## src/rtl/trap_pkg.sv

```systemverilog
// rtl/trap_pkg.sv - shared constants and types for the machine-mode trap controller
package trap_pkg;

    localparam logic [11:0] CSR_MSTATUS  = 12'h300;
    localparam logic [11:0] CSR_MIE      = 12'h304;
    localparam logic [11:0] CSR_MTVEC    = 12'h305;
    localparam logic [11:0] CSR_MSCRATCH = 12'h340;
    localparam logic [11:0] CSR_MEPC     = 12'h341;
    localparam logic [11:0] CSR_MCAUSE   = 12'h342;
    localparam logic [11:0] CSR_MTVAL    = 12'h343;
    localparam logic [11:0] CSR_MIP      = 12'h344;

    localparam logic [1:0] CSR_OP_READ  = 2'b00;
    localparam logic [1:0] CSR_OP_WRITE = 2'b01;
    localparam logic [1:0] CSR_OP_SET   = 2'b10;
    localparam logic [1:0] CSR_OP_CLEAR = 2'b11;

    localparam logic [3:0] EXC_ILLEGAL     = 4'd2;
    localparam logic [3:0] EXC_LOAD_FAULT  = 4'd5;
    localparam logic [3:0] EXC_STORE_FAULT = 4'd7;
    localparam logic [3:0] EXC_ECALL_M     = 4'd11;

    localparam int MSTATUS_MIE_BIT  = 3;
    localparam int MSTATUS_MPIE_BIT = 7;
    localparam int MSTATUS_MPP_LO   = 11;
    localparam int MSTATUS_MPP_HI   = 12;

    // External interrupt lines occupy mip/mie from this bit upward.
    localparam int IRQ_BASE = 16;

    typedef enum logic [1:0] {
        ST_IDLE,
        ST_TRAP,
        ST_MRET
    } trap_state_e;

endpackage

```

## src/rtl/trap_unit_if.sv

```systemverilog
// rtl/trap_unit_if.sv - pipeline-to-trap-controller bus
// slave modport: trap_unit side (CSR request, exception/mret/irq in; rdata, flush, stall, redirect out)
// master modport: pipeline side
interface trap_unit_if #(
    parameter int XLEN    = 32,
    parameter int NUM_IRQ = 4
);
    logic               csr_valid;
    logic [1:0]         csr_op;
    logic [11:0]        csr_addr;
    logic [XLEN-1:0]    csr_wdata;
    logic [XLEN-1:0]    csr_rdata;
    logic               csr_illegal;
    logic [NUM_IRQ-1:0] irq;
    logic               exc_valid;
    logic [3:0]         exc_code;
    logic [XLEN-1:0]    exc_pc;
    logic [XLEN-1:0]    exc_tval;
    logic               mret;
    logic [XLEN-1:0]    pc_next;
    logic               flush;
    logic               stall;
    logic               redirect_valid;
    logic [XLEN-1:0]    redirect_pc;

    modport slave (
        input  csr_valid, csr_op, csr_addr, csr_wdata, irq,
        input  exc_valid, exc_code, exc_pc, exc_tval, mret, pc_next,
        output csr_rdata, csr_illegal, flush, stall, redirect_valid, redirect_pc
    );

    modport master (
        output csr_valid, csr_op, csr_addr, csr_wdata, irq,
        output exc_valid, exc_code, exc_pc, exc_tval, mret, pc_next,
        input  csr_rdata, csr_illegal, flush, stall, redirect_valid, redirect_pc
    );
endinterface

```

## src/rtl/trap_csr_file.sv

```systemverilog
// rtl/trap_csr_file.sv - machine-mode CSR storage, read mux, write masks and set/clear
// csr_we_i/op/addr/wdata: gated CSR write request; csr_rdata_o/csr_legal_o: raw read value and decode
// trap_commit_i/mret_commit_i: trap entry and mret updates; mstatus_mie_o/mie_o/mip_o/mtvec_o/mepc_o: state to FSM
module trap_csr_file
    import trap_pkg::*;
#(
    parameter int              XLEN        = 32,
    parameter int              NUM_IRQ     = 4,
    parameter bit              VECTORED_EN = 1'b1,
    parameter logic [XLEN-1:0] RESET_MTVEC = '0
) (
    input  logic               clk,
    input  logic               rst,
    input  logic [NUM_IRQ-1:0] irq_i,
    input  logic               csr_we_i,
    input  logic [1:0]         csr_op_i,
    input  logic [11:0]        csr_addr_i,
    input  logic [XLEN-1:0]    csr_wdata_i,
    output logic [XLEN-1:0]    csr_rdata_o,
    output logic               csr_legal_o,
    input  logic               trap_commit_i,
    input  logic [XLEN-1:0]    trap_epc_i,
    input  logic [XLEN-1:0]    trap_cause_i,
    input  logic [XLEN-1:0]    trap_tval_i,
    input  logic               mret_commit_i,
    output logic               mstatus_mie_o,
    output logic [NUM_IRQ-1:0] mie_o,
    output logic [NUM_IRQ-1:0] mip_o,
    output logic [XLEN-1:0]    mtvec_o,
    output logic [XLEN-1:0]    mepc_o
);
    // Only mode 0/1 survive; mode is hardwired 0 without vectored support.
    localparam logic [XLEN-1:0] MTVEC_RST =
        {RESET_MTVEC[XLEN-1:2], 1'b0, VECTORED_EN && (RESET_MTVEC[1:0] == 2'b01)};

    logic               mie_bit_q, mie_bit_d, mpie_q, mpie_d;
    logic [NUM_IRQ-1:0] mie_q, mie_d, mip_q, mip_d;
    logic [XLEN-1:0]    mtvec_q, mtvec_d, mepc_q, mepc_d;
    logic [XLEN-1:0]    mcause_q, mcause_d, mtval_q, mtval_d, mscratch_q, mscratch_d;
    logic [XLEN-1:0]    mstatus_val, mie_val, mip_val, wval;
    logic               do_write;

    always_comb begin
        mstatus_val = '0;
        mstatus_val[MSTATUS_MIE_BIT]  = mie_bit_q;
        mstatus_val[MSTATUS_MPIE_BIT] = mpie_q;
        mstatus_val[MSTATUS_MPP_HI:MSTATUS_MPP_LO] = 2'b11;
        mie_val = '0;
        mie_val[IRQ_BASE +: NUM_IRQ] = mie_q;
        mip_val = '0;
        mip_val[IRQ_BASE +: NUM_IRQ] = mip_q;
    end

    always_comb begin
        csr_rdata_o = '0;
        csr_legal_o = 1'b1;
        case (csr_addr_i)
            CSR_MSTATUS:  csr_rdata_o = mstatus_val;
            CSR_MIE:      csr_rdata_o = mie_val;
            CSR_MTVEC:    csr_rdata_o = mtvec_q;
            CSR_MSCRATCH: csr_rdata_o = mscratch_q;
            CSR_MEPC:     csr_rdata_o = mepc_q;
            CSR_MCAUSE:   csr_rdata_o = mcause_q;
            CSR_MTVAL:    csr_rdata_o = mtval_q;
            CSR_MIP:      csr_rdata_o = mip_val;
            default:      csr_legal_o = 1'b0;
        endcase
    end

    always_comb begin
        case (csr_op_i)
            CSR_OP_WRITE: wval = csr_wdata_i;
            CSR_OP_SET:   wval = csr_rdata_o | csr_wdata_i;
            CSR_OP_CLEAR: wval = csr_rdata_o & ~csr_wdata_i;
            default:      wval = csr_rdata_o;
        endcase
        // Set/clear with a zero operand must not write (csrrs/csrrc x0 are pure reads).
        do_write = csr_we_i && csr_legal_o &&
                   ((csr_op_i == CSR_OP_WRITE) ||
                    ((csr_op_i != CSR_OP_READ) && (csr_wdata_i != '0)));
    end

    always_comb begin
        mie_bit_d  = mie_bit_q;
        mpie_d     = mpie_q;
        mie_d      = mie_q;
        mip_d      = irq_i;
        mtvec_d    = mtvec_q;
        mepc_d     = mepc_q;
        mcause_d   = mcause_q;
        mtval_d    = mtval_q;
        mscratch_d = mscratch_q;
        if (trap_commit_i) begin
            mpie_d    = mie_bit_q;
            mie_bit_d = 1'b0;
            mepc_d    = trap_epc_i & ~XLEN'(3);
            mcause_d  = trap_cause_i;
            mtval_d   = trap_tval_i;
        end else if (mret_commit_i) begin
            mie_bit_d = mpie_q;
            mpie_d    = 1'b1;
        end else if (do_write) begin
            case (csr_addr_i)
                CSR_MSTATUS: begin
                    mie_bit_d = wval[MSTATUS_MIE_BIT];
                    mpie_d    = wval[MSTATUS_MPIE_BIT];
                end
                CSR_MIE:      mie_d      = wval[IRQ_BASE +: NUM_IRQ];
                CSR_MTVEC:    mtvec_d    = {wval[XLEN-1:2], 1'b0,
                                            VECTORED_EN && (wval[1:0] == 2'b01)};
                CSR_MSCRATCH: mscratch_d = wval;
                CSR_MEPC:     mepc_d     = wval & ~XLEN'(3);
                CSR_MCAUSE:   mcause_d   = wval;
                CSR_MTVAL:    mtval_d    = wval;
                default:      ;
            endcase
        end
    end

    always_ff @(posedge clk or posedge rst) begin
        if (rst) begin
            mie_bit_q  <= 1'b0;
            mpie_q     <= 1'b0;
            mie_q      <= '0;
            mip_q      <= '0;
            mtvec_q    <= MTVEC_RST;
            mepc_q     <= '0;
            mcause_q   <= '0;
            mtval_q    <= '0;
            mscratch_q <= '0;
        end else begin
            mie_bit_q  <= mie_bit_d;
            mpie_q     <= mpie_d;
            mie_q      <= mie_d;
            mip_q      <= mip_d;
            mtvec_q    <= mtvec_d;
            mepc_q     <= mepc_d;
            mcause_q   <= mcause_d;
            mtval_q    <= mtval_d;
            mscratch_q <= mscratch_d;
        end
    end

    assign mstatus_mie_o = mie_bit_q;
    assign mie_o         = mie_q;
    assign mip_o         = mip_q;
    assign mtvec_o       = mtvec_q;
    assign mepc_o        = mepc_q;
endmodule

```

## src/rtl/trap_unit.sv

```systemverilog
// rtl/trap_unit.sv - machine-mode trap controller: trap/mret FSM, priority, shadow latches, vectoring
// clk/rst: clock and async active-high reset
// bus (slave): CSR access from MEM, exception/mret/irq inputs, flush/stall/redirect outputs
module trap_unit
    import trap_pkg::*;
#(
    parameter int              XLEN        = 32,
    parameter int              NUM_IRQ     = 4,
    parameter bit              VECTORED_EN = 1'b1,
    parameter logic [XLEN-1:0] RESET_MTVEC = 32'h0000_0000
) (
    input  logic        clk,
    input  logic        rst,
    trap_unit_if.slave  bus
);
    trap_state_e        state_q, state_d;
    logic [XLEN-1:0]    cause_q, cause_d, epc_q, epc_d, tval_q, tval_d;
    logic               is_irq_q, is_irq_d;
    logic               idle, irq_take, flush, stall, redirect_valid;
    logic               trap_commit, mret_commit, csr_we, csr_legal, mstatus_mie;
    logic [XLEN-1:0]    redirect_pc, csr_raw, mtvec, mepc, vec_pc;
    logic [NUM_IRQ-1:0] mie, mip, pending;
    logic [7:0]         irq_code;

    assign idle     = (state_q == ST_IDLE);
    assign pending  = mip & mie;
    assign irq_take = idle && mstatus_mie && (pending != '0);

    // Lowest pending line wins: scan downward so the last hit is the smallest index.
    always_comb begin
        irq_code = 8'(IRQ_BASE);
        for (int i = NUM_IRQ - 1; i >= 0; i--) begin
            if (pending[i]) irq_code = 8'(IRQ_BASE + i);
        end
    end

    always_comb begin
        vec_pc = {mtvec[XLEN-1:2], 2'b00};
        if (VECTORED_EN && (mtvec[1:0] == 2'b01) && is_irq_q)
            vec_pc = vec_pc + {{(XLEN-10){1'b0}}, cause_q[7:0], 2'b00};
    end

    always_comb begin
        state_d        = state_q;
        cause_d        = cause_q;
        epc_d          = epc_q;
        tval_d         = tval_q;
        is_irq_d       = is_irq_q;
        flush          = 1'b0;
        stall          = 1'b0;
        redirect_valid = 1'b0;
        redirect_pc    = '0;
        trap_commit    = 1'b0;
        mret_commit    = 1'b0;
        case (state_q)
            ST_IDLE: begin
                if (bus.exc_valid) begin
                    flush    = 1'b1;
                    state_d  = ST_TRAP;
                    cause_d  = {{(XLEN-4){1'b0}}, bus.exc_code};
                    epc_d    = bus.exc_pc;
                    tval_d   = bus.exc_tval;
                    is_irq_d = 1'b0;
                end else if (irq_take) begin
                    flush    = 1'b1;
                    state_d  = ST_TRAP;
                    cause_d  = {1'b1, {(XLEN-9){1'b0}}, irq_code};
                    epc_d    = bus.pc_next;
                    tval_d   = '0;
                    is_irq_d = 1'b1;
                end else if (bus.mret) begin
                    flush   = 1'b1;
                    state_d = ST_MRET;
                end
            end
            ST_TRAP: begin
                stall          = 1'b1;
                redirect_valid = 1'b1;
                redirect_pc    = vec_pc;
                trap_commit    = 1'b1;
                state_d        = ST_IDLE;
            end
            ST_MRET: begin
                stall          = 1'b1;
                redirect_valid = 1'b1;
                redirect_pc    = mepc;
                mret_commit    = 1'b1;
                state_d        = ST_IDLE;
            end
            default: state_d = ST_IDLE;
        endcase
    end

    always_ff @(posedge clk or posedge rst) begin
        if (rst) begin
            state_q  <= ST_IDLE;
            cause_q  <= '0;
            epc_q    <= '0;
            tval_q   <= '0;
            is_irq_q <= 1'b0;
        end else begin
            state_q  <= state_d;
            cause_q  <= cause_d;
            epc_q    <= epc_d;
            tval_q   <= tval_d;
            is_irq_q <= is_irq_d;
        end
    end

    // A CSR write that coincides with a flush belongs to a cancelled instruction.
    assign csr_we = bus.csr_valid && idle && !flush;

    trap_csr_file #(
        .XLEN        (XLEN),
        .NUM_IRQ     (NUM_IRQ),
        .VECTORED_EN (VECTORED_EN),
        .RESET_MTVEC (RESET_MTVEC)
    ) u_csr (
        .clk           (clk),
        .rst           (rst),
        .irq_i         (bus.irq),
        .csr_we_i      (csr_we),
        .csr_op_i      (bus.csr_op),
        .csr_addr_i    (bus.csr_addr),
        .csr_wdata_i   (bus.csr_wdata),
        .csr_rdata_o   (csr_raw),
        .csr_legal_o   (csr_legal),
        .trap_commit_i (trap_commit),
        .trap_epc_i    (epc_q),
        .trap_cause_i  (cause_q),
        .trap_tval_i   (tval_q),
        .mret_commit_i (mret_commit),
        .mstatus_mie_o (mstatus_mie),
        .mie_o         (mie),
        .mip_o         (mip),
        .mtvec_o       (mtvec),
        .mepc_o        (mepc)
    );

    assign bus.csr_rdata      = (bus.csr_valid && idle && csr_legal) ? csr_raw : '0;
    assign bus.csr_illegal    = bus.csr_valid && idle && !csr_legal;
    assign bus.flush          = flush;
    assign bus.stall          = stall;
    assign bus.redirect_valid = redirect_valid;
    assign bus.redirect_pc    = redirect_pc;
endmodule

```

## src/flat_wrapper.sv

```systemverilog
// flat-port wrapper written by rule: the top's interface ports become plain ports
module trap_unit_flat import trap_pkg::*;
#(
    parameter int              XLEN        = 32,
    parameter int              NUM_IRQ     = 4,
    parameter bit              VECTORED_EN = 1'b1,
    parameter logic [XLEN-1:0] RESET_MTVEC = 32'h0000_0000
)
  (clk, rst, bus_csr_valid, bus_csr_op, bus_csr_addr, bus_csr_wdata, bus_irq, bus_exc_valid, bus_exc_code, bus_exc_pc, bus_exc_tval, bus_mret, bus_pc_next, bus_csr_rdata, bus_csr_illegal, bus_flush, bus_stall, bus_redirect_valid, bus_redirect_pc);
  trap_unit_if #(.XLEN(XLEN), .NUM_IRQ(NUM_IRQ)) bus_i ();
  input  logic clk;
  input  logic rst;
  input wire logic [$bits(bus_i.csr_valid)-1:0] bus_csr_valid;
  input wire logic [$bits(bus_i.csr_op)-1:0] bus_csr_op;
  input wire logic [$bits(bus_i.csr_addr)-1:0] bus_csr_addr;
  input wire logic [$bits(bus_i.csr_wdata)-1:0] bus_csr_wdata;
  input wire logic [$bits(bus_i.irq)-1:0] bus_irq;
  input wire logic [$bits(bus_i.exc_valid)-1:0] bus_exc_valid;
  input wire logic [$bits(bus_i.exc_code)-1:0] bus_exc_code;
  input wire logic [$bits(bus_i.exc_pc)-1:0] bus_exc_pc;
  input wire logic [$bits(bus_i.exc_tval)-1:0] bus_exc_tval;
  input wire logic [$bits(bus_i.mret)-1:0] bus_mret;
  input wire logic [$bits(bus_i.pc_next)-1:0] bus_pc_next;
  output wire logic [$bits(bus_i.csr_rdata)-1:0] bus_csr_rdata;
  output wire logic [$bits(bus_i.csr_illegal)-1:0] bus_csr_illegal;
  output wire logic [$bits(bus_i.flush)-1:0] bus_flush;
  output wire logic [$bits(bus_i.stall)-1:0] bus_stall;
  output wire logic [$bits(bus_i.redirect_valid)-1:0] bus_redirect_valid;
  output wire logic [$bits(bus_i.redirect_pc)-1:0] bus_redirect_pc;
  assign bus_i.csr_valid = bus_csr_valid;
  assign bus_i.csr_op = bus_csr_op;
  assign bus_i.csr_addr = bus_csr_addr;
  assign bus_i.csr_wdata = bus_csr_wdata;
  assign bus_i.irq = bus_irq;
  assign bus_i.exc_valid = bus_exc_valid;
  assign bus_i.exc_code = bus_exc_code;
  assign bus_i.exc_pc = bus_exc_pc;
  assign bus_i.exc_tval = bus_exc_tval;
  assign bus_i.mret = bus_mret;
  assign bus_i.pc_next = bus_pc_next;
  assign bus_csr_rdata = bus_i.csr_rdata;
  assign bus_csr_illegal = bus_i.csr_illegal;
  assign bus_flush = bus_i.flush;
  assign bus_stall = bus_i.stall;
  assign bus_redirect_valid = bus_i.redirect_valid;
  assign bus_redirect_pc = bus_i.redirect_pc;
  trap_unit #(.XLEN(XLEN), .NUM_IRQ(NUM_IRQ), .VECTORED_EN(VECTORED_EN), .RESET_MTVEC(RESET_MTVEC)) u_core (.clk(clk), .rst(rst), .bus(bus_i));
endmodule
```

## config.mk

```make
export PLATFORM = sky130hd
export DESIGN_NAME = trap_unit_flat
export DESIGN_NICKNAME = d
export VERILOG_FILES = /design/src/rtl/trap_pkg.sv /design/src/rtl/trap_unit_if.sv /design/src/rtl/trap_csr_file.sv /design/src/rtl/trap_unit.sv /design/src/flat_wrapper.sv
export SDC_FILE = /design/constraint.sdc
export NUM_CORES = 1
export LEC_CHECK = 0
export ABC_AREA = 1
export ABC_CLOCK_PERIOD_IN_PS = 22000
export CAP_MARGIN = 20
export CORE_AREA = 2 2 230 187
export CTS_BUF_LIST = sky130_fd_sc_hd__clkbuf_16
export DETAILED_ROUTE_END_ITERATION = 7
export DIE_AREA = 0 0 232 189
export GPL_TIMING_DRIVEN = 0
export HOLD_SLACK_MARGIN = 0.06
export PLACE_DENSITY = 0.66
export SKIP_CTS_REPAIR_TIMING = 1
export SLEW_MARGIN = 20
export SYNTH_ARGS = -nofsm -noshare
export SYNTH_HDL_FRONTEND = slang
export SYNTH_SLANG_ARGS = --single-unit
```

## constraint.sdc

```tcl
create_clock -name clk -period 22 [get_ports clk]
set_clock_uncertainty 0.2 [all_clocks]
set_input_delay 3.3 -clock clk [delete_from_list [all_inputs] [get_ports clk]]
set_output_delay 3.3 -clock clk [all_outputs]
set_load 0.005 [all_outputs]
```

* After elaboration in Yosys (flattened, before gate mapping)
Index checks and enable logic that the tools add are counted.
** Storage, ports and cells
- Register bits :: 268
- Input port bits :: 155
- Output and inout bits :: 68
- Word-level logic and storage cells :: 120
** Cells by class
- $add $sub $neg :: 1
- Eq/ne operators :: 16
- Multiplexer cells :: 49
- Bitwise operators :: 6
- Reduce and logical (&&, ||, !) cells :: 34
** Operators by type and width (number)
- $mux W32 :: 20
- $pmux W32 S8 :: 1
- $eq A12 B10 Y1 const B :: 8
- $pmux W32 S3 :: 1
- $pmux W32 S2 :: 1
- $add A32 B10 Y32 :: 1
- $and A32 B32 Y32 :: 1
- $not A32 Y32 :: 1
- $or A32 B32 Y32 :: 1
- $reduce_bool A32 Y1 :: 1
- $mux W8 :: 3
- $mux W1 :: 18
- $reduce_and A4 Y1 :: 3
- $reduce_bool A2 Y1 :: 6
- $logic_and A1 B1 Y1 :: 10
- $mux W2 :: 5
- $reduce_and A3 Y1 :: 3
- $reduce_or A8 Y1 :: 1
- $eq A2 B1 Y1 const B :: 3
- $eq A2 B2 Y1 const B :: 3
- $reduce_bool A3 Y1 :: 2
- $and A4 B4 Y4 :: 1
- $ne A4 B4 Y1 const B :: 1
- $reduce_and A2 Y1 :: 2
- 7 further kinds :: 9

* Longest topological paths before layout
Gate-level depths: netlist of run 1.
- Word-level depth :: 13
- Gate-level depth with buffers :: 17

* By module
A second synthesis of run 1 with hierarchy kept.
** Second synthesis, totals
- Cell total of the unflattened synthesis :: 2242
- Area total of the unflattened synthesis :: 14844.2 µm²
** Modules (own cells, without submodules)
- trap_csr_file :: times used 1, cells an instance 1558, area an instance 10128.5 µm², seq. area each 4179.0 µm²
- trap_unit :: times used 1, cells an instance 684, area an instance 4715.8 µm², seq. area each 1776.7 µm²

* Worst setup path after synthesis of run 1
OpenSTA, ideal clock, no wires.
- Path kind :: input port to output port
- From :: input bus_csr_addr[5]
- To :: output bus_csr_rdata[30]
- Arrival :: 4.689 ns
- Required time :: 18.500 ns
- Slack :: 13.811 ns
- Cell stages on the path :: 11
- Buffers on the path :: 2
- Path through :: nor2_1 > nand2_1 > nor2_1 > clkbuf_1 > nand2_1 > nand3_1 > nor2_1 > nor2_1 > inv_2 > buf_2 > a31oi_1
** Between the ends
- Cells in the longest elaborated chain, start to end :: 5
- Elaborated cells on any way between the ends :: 13
- Those cells by class :: eq/ne (8); mux (3); reduce/logical (2)
** RTL lines
- start, declared :: RTL line flat_wrapper.sv:15 : input wire logic [$bits(bus_i.csr_addr)-1:0] bus_csr_addr;
- $eq A12 B10 Y1 :: RTL line trap_csr_file.sv:57 : case (csr_addr_i)
- $reduce_or A8 Y1 (no source line)
- $mux W1 :: RTL line trap_csr_file.sv:57
- $logic_and A1 B1 Y1 :: RTL line trap_unit.sv:140 : assign bus.csr_rdata = (bus.csr_valid && idle && csr_legal) ? csr_raw : '0;
- $mux W32 * :: RTL line trap_unit.sv:140
- end, declared :: RTL line flat_wrapper.sv:24 : output wire logic [$bits(bus_i.csr_rdata)-1:0] bus_csr_rdata;
Mark *: on every way between the ends. The rest lies on a longest branch, timed or not.

* Final worst setup path of run 1
- From :: input bus_csr_addr[4]
- To :: output bus_csr_rdata[3]
The elaborated chain is that of the path after synthesis.

==> results.sh, run 1 <==
export IMPL_status="complete, no violations"
export IMPL_ant_nets=0
export IMPL_viasPerCell=5.24
export IMPL_max_clock_freq_mhz=95.4
export IMPL_max_vdd_ir_drop_v=0.0000549
export IMPL_tns_ns=0
export IMPL_path_class="in -> out"
export IMPL_synth_area_leaders="dfrtp_1 41%, nand2_1 28%, nand3_1 4.9%, nor2_1 4.2%, o21ai_0 3.6%"
export IMPL_clock_latency_ns=0.58
export IMPL_final_setup_viol_count=0
export IMPL_drv_slew=0
export IMPL_end_kind="output port"
export IMPL_start_kind="input port"
export IMPL_cp_required_ns=18.50
export IMPL_ys_ff_latch=236
export IMPL_drc=0
export IMPL_nNetsFinal=2577
export IMPL_diodes=0
export IMPL_numPortBuffers=214
export IMPL_cts_buffer_depth=3
export IMPL_synth_cell_type_count=46
export IMPL_routed_wl_um=67000
export IMPL_path_cells="clkdlybuf4s50_1, nor2_1, nand3_1, nor2_1, buf_2, nand3_1, inv_1, buf_2, clkbuf_1, nand2_1, a31oi_1, clkdlybuf4s50_1"
export IMPL_hold_class="reg -> reg"
export IMPL_num_rows=67
export IMPL_cp_num_buf_inv=6
export IMPL_drv_cap=0
export IMPL_grt_ovfl_total=0
export IMPL_grt_start_max_net_pins=102
export IMPL_rsz0062_at_grt="false"
export IMPL_finalCriticalPeriod_ns=10.48
export IMPL_dr_pass1_iters=6
export IMPL_routedWlPerCell_um=22.5
export IMPL_yosysSeqAreaShare_pct=41.1
export IMPL_grt_use_total_pct=30.4
export IMPL_vias=15600
export IMPL_synth_top_cell_area_share_pct=41.1
export IMPL_avgSynthCellArea_um2=6.64
export IMPL_synthTopCellsByCount="1063 x nand2_1, 236 x dfrtp_1, 161 x nor2_1"
export IMPL_crit_path_top_delay_cell="clkdlybuf4s50_1"
export IMPL_post_dp_cell_area_um2=17300
export IMPL_gp_congestion=0.976
export IMPL_synthArstFlopShare_pct=100
export IMPL_htreeDepth=1
export IMPL_die_area_um2=43800
export IMPL_finalHoldViolCount=0
export IMPL_chipWidth_um=232
export IMPL_slowest_delay_ns=0.61
export IMPL_grt_pass1_wl_um=97900
export IMPL_power_density_nw_per_um2=79.9
export IMPL_grt_antenna_before_repair=1
export IMPL_synth_top_area_cell="dfrtp_1"
export IMPL_coreArea_um2=41500
export IMPL_crit_fanout=10
export IMPL_netlist_area_um2=14400
export IMPL_hpwl_um=55000
export IMPL_period_share_pct=47.7
export IMPL_cp_arrival_ns=6.98
export IMPL_crit_family="buffers and inverters"
export IMPL_drt_iter0_drc=1963
export IMPL_pin_count=223
export IMPL_die_h_um=189
export IMPL_synth_edf_count=0
export IMPL_yosysWarningCount=0
export IMPL_clkTransAtPathRegs_ns=0.06
export IMPL_ys_flop_type="dfrtp_1"
export IMPL_syn_inst=2166
export IMPL_design_area_um2=18100
export IMPL_worst_pin_slew_ns=0.983
export IMPL_grt_pass1_vias=14700
export IMPL_cts_sinks=236
export IMPL_root_buffer="clkbuf_16"
export IMPL_drive_gt1_share_pct=4.73
export IMPL_cellLeakagePower_uw=0.00917
export IMPL_syn_to_final_growth_pct=25.6
export IMPL_synth_most_common_cell="nand2_1"
export IMPL_relSlewSlack_pct=34.4
export IMPL_initial_core_util_pct=34.6
export IMPL_cts_tree="done"
export IMPL_cts_made_buffers=27
==> report_power, final <==
group	leakage [uW]	total [uW]	internal [uW]	switching (uW)
logic	0.00587	326	132	193
clock network	0.000412	411	222	189
registers	0.00290	705	542	163
total	0.00917	1440	897	546
==> tightest hold or removal path, delay by kind of cell (launching register included) <==
kind | cells | cell delay, ns
AND/OR/NAND/NOR | 2 | 0.10
flip-flops | 1 | 0.34
==> flip-flops by register name, summed over array words and instances (netlist names) <==
register	flops
u_core.tval_q	32
u_core.u_csr.mscratch_q	32
u_core.u_csr.mip_o	4
u_core.cause_q	5
u_core.u_csr.mpie_q	1
u_core.epc_q	30
u_core.u_csr.mcause_q	32
u_core.state_q	2
u_core.u_csr.mtvec_o	31
u_core.u_csr.mie_o	4
u_core.u_csr.mstatus_mie_o	1
u_core.u_csr.mtval_q	32
u_core.u_csr.mepc_o	30
==> layout make-up <==
class / count / area (um^2)
fill: 4348 / 23400
multi-input combinational: 1719 / 7570
sequential: 236 / 5910
timing repair buffer: 216 / 2200
tap: 552 / 691
clock buffer: 27 / 676
buffer: 117 / 536
inverter: 95 / 369
clock inverter: 21 / 108
==> worst paths after layout <==
check / from / slack [ns] / cells past startpoint / end
worst max-delay path: bus_csr_addr[4] / 11.52 / 12 / bus_csr_rdata[3]
worst min-delay path: u_core.u_csr.mscratch_q[13]$_DFFE_PP0P_ / 0.27 / 2 / u_core.u_csr.mscratch_q[13]$_DFFE_PP0P_
worst max register to register: u_core.state_q[0]$_DFFE_PP0P_ / 18.64 / 13 / u_core.u_csr.mscratch_q[10]$_DFFE_PP0P_
worst min register to register: u_core.u_csr.mscratch_q[13]$_DFFE_PP0P_ / 0.27 / 2 / u_core.u_csr.mscratch_q[13]$_DFFE_PP0P_
max in group asynchronous: rst / 17.41 / 4 / u_core.u_csr.mtvec_o[23]$_DFFE_PP0P_
min in group asynchronous: rst / 2.93 / 2 / u_core.tval_q[17]$_DFFE_PP0P_
==> routing by layer <==
metal  share of wire (%)  up-vias  GRT usage, %
met4                 1.9        2          5.37
met5               0.013        -             0
li1                    -     7483             -
met1                  48     7382          46.5
met2                  42      690          44.7
met3                 8.6       67          5.63
==> cells in the final DEF (no fill, tap or decap), types with 11 or more instances in the layout <==
cell type / instances
nand2_1: 1063
dfrtp_1: 236
clkdlybuf4s50_1: 214
nor2_1: 161
nand3_1: 142
o21ai_0: 104
inv_1: 91
a21oi_1: 59
clkbuf_1: 57
a31oi_1: 41
buf_2: 37
a22o_1: 34
clkbuf_16: 27
o21ai_1: 20
a221oi_1: 19
nand4_1: 13
buf_4: 11
==> metrics by stage <==
stage | setup WS (ns) | utilization, % | instances | power, uW | hold WS, ns
after global routing | 11.48 | 43.5 | 2983 | 1510 | 0.295
after detailed placement | 11.74 | 41.6 | 2935 | 1020 | 0.258
after global placement | 8.75 | 41.5 | 2933 | 1010 | 0.255
after CTS | 11.74 | 43.5 | 2983 | 1430 | 0.274
after floorplan | 12.03 | - | 2167 | 808 | 0.242
final | 11.52 | 43.5 | 2983 | 1440 | 0.273
==> logic make-up after synthesis <==
kind of cell | after synthesis | synth area share (%)
flip-flops | 236 | 41.1
other | 1 | 0.0261
AO/OA/AOI/OAI | 283 | 11.7
XOR/XNOR | 5 | 0.305
adder cells (fa/ha/maj) | 10 | 0.923
AND/OR/NAND/NOR | 1419 | 39.7
buffers and inverters | 212 | 6.24
(Power assumes the default switching activity.)
==> inputs of run 2 (changes only) <==
--- a/config.mk
+++ b/config.mk
@@ -6,7 +6,7 @@
 export NUM_CORES = 1
 export LEC_CHECK = 0
 export ABC_AREA = 1
-export ABC_CLOCK_PERIOD_IN_PS = 22000
+export ABC_CLOCK_PERIOD_IN_PS = 9700
 export CAP_MARGIN = 20
 export CORE_AREA = 2 2 230 187
 export CTS_BUF_LIST = sky130_fd_sc_hd__clkbuf_16
==> constraint.sdc (replaced) <==
create_clock -name clk -period 9.7 [get_ports clk]
set_clock_uncertainty 0.2 [all_clocks]
set_input_delay 1.455 -clock clk [delete_from_list [all_inputs] [get_ports clk]]
set_output_delay 1.455 -clock clk [all_outputs]
set_load 0.005 [all_outputs]
==> results of run 2 <==
Same layout as run 1 (identical final DEF). Status: complete, no violations.
Main changes from that run: setup slack after placement 11.74 ns -> 3.13 ns; setup slack after layout 11.52 ns -> 2.91 ns; register-to-register setup slack 18.64 ns -> 6.34 ns; total power 1440 uW -> 3270 uW; worst IR drop on VDD 0.0000549 V -> 0.000124 V
==> inputs of run 3 (changes only) <==
--- a/config.mk
+++ b/config.mk
@@ -6,7 +6,7 @@
 export NUM_CORES = 1
 export LEC_CHECK = 0
 export ABC_AREA = 1
-export ABC_CLOCK_PERIOD_IN_PS = 9700
+export ABC_CLOCK_PERIOD_IN_PS = 5400
 export CAP_MARGIN = 20
 export CORE_AREA = 2 2 230 187
 export CTS_BUF_LIST = sky130_fd_sc_hd__clkbuf_16
@@ -14,7 +14,7 @@
 export DIE_AREA = 0 0 232 189
 export GPL_TIMING_DRIVEN = 0
 export HOLD_SLACK_MARGIN = 0.06
-export PLACE_DENSITY = 0.66
+export PLACE_DENSITY = 0.69
 export SKIP_CTS_REPAIR_TIMING = 1
 export SLEW_MARGIN = 20
 export SYNTH_ARGS = -nofsm -noshare
==> constraint.sdc (replaced) <==
create_clock -name clk -period 5.4 [get_ports clk]
set_clock_uncertainty 0.2 [all_clocks]
set_input_delay 0.81 -clock clk [delete_from_list [all_inputs] [get_ports clk]]
set_output_delay 0.81 -clock clk [all_outputs]
set_load 0.005 [all_outputs]
==> run 3 against run 2 <==
  * Core utilization up 0.47 points
  * Critical endpoint is now bus_csr_rdata[30]
  * Largest cell class unchanged
  * Setup slack worse by 2.8 ns
  * Clock-buffer cell count unchanged
==> results.sh, run 3 (synthesis results as in run 1) <==
export IMPL_dr_pass1_iters=6
export IMPL_drt_iter0_drc=1844
export IMPL_cp_endpoint="bus_csr_rdata[30]"
export IMPL_grt_start_max_net_pins=34
export IMPL_relSlewSlack_pct=32.4
export IMPL_cp_num_buf_inv=5
export IMPL_holdWs_ns=0.272
export IMPL_chipWidth_um=232
export IMPL_rsz0062_at_grt="false"
export IMPL_path_class="in -> out"
export IMPL_rr_endpoint="u_core.u_csr.mepc_o[31]$_DFFE_PP0P_"
export IMPL_num_rows=67
export IMPL_min_from="u_core.u_csr.mscratch_q[28]$_DFFE_PP0P_"
export IMPL_gp_congestion=0.979
export IMPL_cts_sinks=236
export IMPL_worstSetupPathDepth=13
export IMPL_numPortBuffers=214
export IMPL_power_density_nw_per_um2=331
export IMPL_routedWlPerCell_um=22.0
export IMPL_clock_latency_ns=0.57
export IMPL_r2r_cells=15
export IMPL_final_cell_mix="1063 x nand2_1, 236 x dfrtp_1, 214 x clkdlybuf4s50_1"
export IMPL_worst_pin_slew_ns=1.01
export IMPL_grt_pass1_vias=14600
export IMPL_cp_arrival_ns=4.29
export IMPL_pre_cts_ws_ns=0.0647
export IMPL_clkTransAtPathRegs_ns=0.06
export IMPL_start_kind="input port"
export IMPL_hold_class="reg -> reg"
export IMPL_grt_antenna_before_repair=0
export IMPL_grt_ovfl_total=0
export IMPL_die_area_um2=43800
export IMPL_grt_use_total_pct=29.8
export IMPL_crit_fanout=10
export IMPL_max_vdd_ir_drop_v=0.000207
export IMPL_pin_count=223
export IMPL_vias=15700
export IMPL_drc=0
export IMPL_period_share_pct=98.1
export IMPL_finalCriticalPeriod_ns=5.30
export IMPL_viasPerCell=5.27
export IMPL_drv_slew=0
export IMPL_finalHoldViolCount=0
export IMPL_nNetsFinal=2582
export IMPL_setup_ws_ns=0.101
export IMPL_syn_to_final_growth_pct=27.0
export IMPL_crit_start="bus_csr_addr[5]"
export IMPL_cts_made_buffers=27
export IMPL_htreeDepth=1
export IMPL_initial_core_util_pct=34.6
export IMPL_crit_path_top_delay_cell="clkbuf_1"
export IMPL_diodes=0
export IMPL_end_kind="output port"
export IMPL_root_buffer="clkbuf_16"
export IMPL_grt_pass1_wl_um=96200
export IMPL_status="complete, no violations"
export IMPL_drive_gt1_share_pct=5.21
export IMPL_r2r_start="u_core.state_q[0]$_DFFE_PP0P_"
export IMPL_cts_tree="done"
export IMPL_max_clock_freq_mhz=189
export IMPL_fin_util_pct=44.0
export IMPL_cp_required_ns=4.39
export IMPL_crit_family="buffers and inverters"
export IMPL_drv_cap=0
export IMPL_die_h_um=189
export IMPL_path_cells="clkdlybuf4s50_1, nor2_1, nand2_1, nor2_1, clkbuf_1, nand2_1, nand3_1, nor2_1, nor2_1, inv_2, buf_2, a31oi_1, clkdlybuf4s50_1"
export IMPL_r2r_setup_slack_ns=2.02
export IMPL_cts_buffer_depth=3
export IMPL_final_setup_viol_count=0
export IMPL_routed_wl_um=65700
export IMPL_cellLeakagePower_uw=0.00926
export IMPL_final_common_cell="nand2_1"
export IMPL_ant_nets=0
export IMPL_p_total_uw=6050
export IMPL_hpwl_um=54000
export IMPL_coreArea_um2=41500
export IMPL_slowest_delay_ns=0.62
export IMPL_cpMostUsedCell="nor2_1"
[run 3: changes by cell type in the layout (fill, tap and decap cells not counted), moves of 2 or more]
cell,before,now
buf_12,0,7
inv_1,91,89
bufinv_16,0,3
clkinv_1,10,7
[run 3: metal layers]
metal | global-route usage, % | routed length, um | vias up
li1 | - | - | 7490
met1 | 45.9 | 31200 | 7408
met2 | 43.2 | 27100 | 745
met3 | 4.43 | 5470 | 96
met4 | 7.59 | 1840 | 0
met5 | 0 | 0 | -
[run 3: final cells by class]
class / instances / area [um^2]
well taps: 552 / 691
inverters: 95 / 365
fillers: 4312 / 23200
clock inverters: 21 / 193
flip-flops and latches: 236 / 5910
plain buffers: 116 / 532
repair buffers: 222 / 2310
clock buffers: 27 / 676
multi-input cells: 1719 / 7580
[run 3: worst min path at each step]
stage / endpoint / slack, ns / cells after the start
3_5_place_dp: u_core.u_csr.mscratch_q[21]$_DFFE_PP0P_ / 0.26 / 2
6_report: u_core.u_csr.mscratch_q[28]$_DFFE_PP0P_ / 0.27 / 2
4_1_cts: u_core.u_csr.mscratch_q[21]$_DFFE_PP0P_ / 0.27 / 2
5_1_grt: u_core.u_csr.mscratch_q[22]$_DFFE_PP0P_ / 0.30 / 2
2_1_floorplan: u_core.u_csr.mscratch_q[0]$_DFFE_PP0P_ / 0.24 / 2
3_3_place_gp: u_core.u_csr.mscratch_q[23]$_DFFE_PP0P_ / 0.25 / 2
[run 3: report_power, final]
group | switching (uW) | internal, uW
combinational | 778 | 548
sequential | 665 | 2210
clock | 792 | 1050
[run 3: metrics by stage]
| stage | cell area (um^2) | setup TNS, ns | instances |
|---|---|---|---|
| final | 18200 | 0 | 2988 |
| after global routing | 18200 | 0 | 2988 |
| after CTS | 18200 | 0 | 2989 |
| after detailed placement | 17400 | 0 | 2941 |
| after global placement | 17200 | -122.99 | 2933 |
| after floorplan | 14400 | 0 | 2167 |
[run 3: worst min-delay path: cells and delay by family (launching register included)]
kind,cells,cell delay [ns]
DFF,1,0.34
and+or+nand+nor,2,0.10
==> RTL change (settings of run 3) <==
`VECTORED_EN` is set to 1'b1 in 3 places; all go to 1'b0.
--- a/src/rtl/trap_csr_file.sv
+++ b/src/rtl/trap_csr_file.sv
@@ -7,5 +7,5 @@
     parameter int              XLEN        = 32,
     parameter int              NUM_IRQ     = 4,
-    parameter bit              VECTORED_EN = 1'b1,
+    parameter bit              VECTORED_EN = 1'b0,
     parameter logic [XLEN-1:0] RESET_MTVEC = '0
 ) (
--- a/src/rtl/trap_unit.sv
+++ b/src/rtl/trap_unit.sv
@@ -7,5 +7,5 @@
     parameter int              XLEN        = 32,
     parameter int              NUM_IRQ     = 4,
-    parameter bit              VECTORED_EN = 1'b1,
+    parameter bit              VECTORED_EN = 1'b0,
     parameter logic [XLEN-1:0] RESET_MTVEC = 32'h0000_0000
 ) (
--- a/src/flat_wrapper.sv
+++ b/src/flat_wrapper.sv
@@ -4,5 +4,5 @@
     parameter int              XLEN        = 32,
     parameter int              NUM_IRQ     = 4,
-    parameter bit              VECTORED_EN = 1'b1,
+    parameter bit              VECTORED_EN = 1'b0,
     parameter logic [XLEN-1:0] RESET_MTVEC = 32'h0000_0000
 )
Check against the original RTL: not settled (the Yosys comparison gave no result); the edit may change what the design does.
==> RTL change against run 3 <==
  * Non-clock buffer count is 1 lower
  * Synthesized area shrank 8.8%
  * Largest cell class unchanged
  * Design area fell by 6.9%
  * Combinational power decreased by 12%
  * Sequential cell count fell by 1
  * Final cell count is 8.4% lower
  * Power down 5.3%
  * Critical path type unchanged
  * Setup slack improved by 410 ps
  * Sequential power shrank 7.0%
  * First-iteration DRC count fell by 12%
  * Wire length is 14% lower
==> RTL change: results (changes against run 3) <==
[place]
dp.final_hpwl_mm = 45.9  ; was 54.0 mm
portBuffers = 215  ; was 214
gp_congestion = 0.995  ; was 0.979
dp_slack_ps = 624  ; was 64.7 ps

[global_routing]
grt_pass1_wl_mm = 83.9  ; was 96.2 mm
grt_usage_pct = 25.5  ; was 29.8%
grt_start_max_net_pins = 37  ; was 34
antenna_found_initial = 0  ; unchanged
grt_pass1_vias = 13100  ; was 14600

[sta]
holdWs_ps = 274  ; was 272 ps
worstMarginPinSlew_ps = 948  ; was 1010 ps

[setup_path]
r2r-end = u_core.u_csr.mie_o[1]$_DFFE_PP0P_  ; was u_core.u_csr.mepc_o[31]$_DFFE_PP0P_
critical_path_arrival_ps = 3880  ; was 4290 ps
cpMaxStageDelayCell = nor2_1  ; was clkbuf_1
cp_max_fo = 10  ; unchanged
r2r_start = u_core.state_q[1]$_DFFE_PP0P_  ; was u_core.state_q[0]$_DFFE_PP0P_
rr_worst_depth = 12  ; was 15
rrSetupSlack_ps = 1990  ; was 2020 ps
max_stage_delay_ps = 640  ; was 620 ps
crit_start = bus_csr_addr[2]  ; was bus_csr_addr[5]

[yosys]
syn_area_per_cell_um2 = 6.85  ; was 6.64 µm²
synthTopCellsByArea = dfrtp_1 (45%), nand2_1 (26%), nand3_1 (7.3%), nor2_1 (3.7%), a22o_1 (2.3%)  ; was dfrtp_1 (41%), nand2_1 (28%), nand3_1 (4.9%), nor2_1 (4.2%), o21ai_0 (3.6%)
synth_edf_count = 0  ; unchanged
netlist_top_cells_count = nand2_1 (924), dfrtp_1 (235), nand3_1 (192), nor2_1 (129), inv_1 (73)  ; was nand2_1 (1063), dfrtp_1 (236), nor2_1 (161), nand3_1 (142), o21ai_0 (104)
synth-warning-count = 0  ; unchanged
ys_types = 36  ; was 46
seq_area_frac_synth_pct = 44.9  ; was 41.1%

[min_path]
min_path_type = reg -> reg  ; unchanged
hold_end = u_core.u_csr.mscratch_q[8]$_DFFE_PP0P_  ; was u_core.u_csr.mscratch_q[28]$_DFFE_PP0P_
holdCritStartpoint = u_core.u_csr.mscratch_q[8]$_DFFE_PP0P_  ; was u_core.u_csr.mscratch_q[28]$_DFFE_PP0P_

[routing]
route.vias.total = 13800  ; was 15700
wl_mm = 56.6  ; was 65.7 mm
first_pass_iters = 6  ; unchanged
drt_iter0_markers = 1614  ; was 1844

[clocking]
cts.clk_slew.worst_paths_ps = 60  ; about the same
root_buffer = clkbuf_16  ; unchanged
cts_made_buffers = 27  ; unchanged
insertion_delay_ps = 560
clock_path_buffers = 3  ; unchanged

[final_layout]
drive_above_1_share_pct = 5.36  ; was 5.21%
instances_no_fill = 2736  ; was 2988
final_nets = 2324  ; was 2582
fillers = 4325  ; was 4312
num_antenna_cells = 0  ; unchanged

[power]
p_leak_uw = 0.00851  ; was 0.00926 µW
vdd_drop_max_uv = 211  ; was 207 µV

[status]
status = completed  ; unchanged

[RTL change: cell count changes in the layout (fill, tap and decap cells not counted), moves of 4 or more]
cell             run 3  this run
a221oi_1            19         0
a31oi_1             41        34
buf_2               37        29
clkbuf_1            56        63
ha_1                 9         4
inv_1               89        75
nand2_1           1063       924
nand3_1            142       192
nand4_1             13         2
nor2_1             161       129
nor3_1              10         2
o21ai_0            104        47
xor2_1               4         0
[RTL change: critical path: cells and delay by family]
family | cells | cell delay (ps)
buf+inv | 4 | 1360
compound gates | 1 | 320
simple gates | 6 | 1380
[RTL change: worst max path at each step]
stage	end	slack, ps	cells after the start
final	bus_csr_rdata[10]	510	11
after global routing	bus_csr_rdata[10]	410	12
after CTS	bus_csr_rdata[8]	620	12
after detailed placement	bus_csr_rdata[8]	620	12
after global placement	u_core.epc_q[22]$_DFFE_PP0P_	-540	2
after floorplan	u_core.cause_q[0]$_DFFE_PP0P_	1310	1
[RTL change: layout make-up]
cell class / count / area [µm²] / share of cell area [%]
Clock inverter: 21 / 215 / 1.27
Buffer: 115 / 524 / 3.08
Inverter: 86 / 327 / 1.92
Sequential cell: 235 / 5880 / 34.6
Multi-Input combinational cell: 1478 / 6390 / 37.6
Timing Repair Buffer: 222 / 2290 / 13.5
Tap cell: 552 / 691 / 4.06
Clock buffer: 27 / 676 / 3.98
[RTL change: routing by layer]
metal  vias up  wire [µm]  global-route usage, %
met5         -         80                   1.34
met4         2       1320                   5.18
met3        79       5270                   5.00
met2       647      23900                   38.2
met1      6500      26100                   37.9
li1       6599          -                      -
[RTL change: per-stage QoR]
stage / utilization, % / instance area (µm²) / power, µW
2_1_floorplan: - / 13100 / 3150
3_3_place_gp: 38.5 / 16000 / 3750
3_5_place_dp: 38.8 / 16100 / 3810
4_1_cts: 41.0 / 17000 / 5680
5_1_grt: 41.0 / 17000 / 5970
6_report: 41.0 / 17000 / 5720
[RTL change: cells by family after synthesis]
| logic type | count (synthesis) | synth area share, % |
|---|---|---|
| other | 1 | 0.0286 |
| adder cells (fa/ha/maj) | 4 | 0.382 |
| buffers and inverters | 201 | 6.46 |
| flip-flops | 235 | 44.9 |
| AO/OA/AOI/OAI | 203 | 9.30 |
| AND/OR/NAND/NOR | 1269 | 39.0 |
[RTL change: where the power goes]
| part | switching, µW | internal, µW |
|---|---|---|
| Combinational | 704 | 464 |
| Clock | 782 | 1100 |
| Sequential | 477 | 2200 |
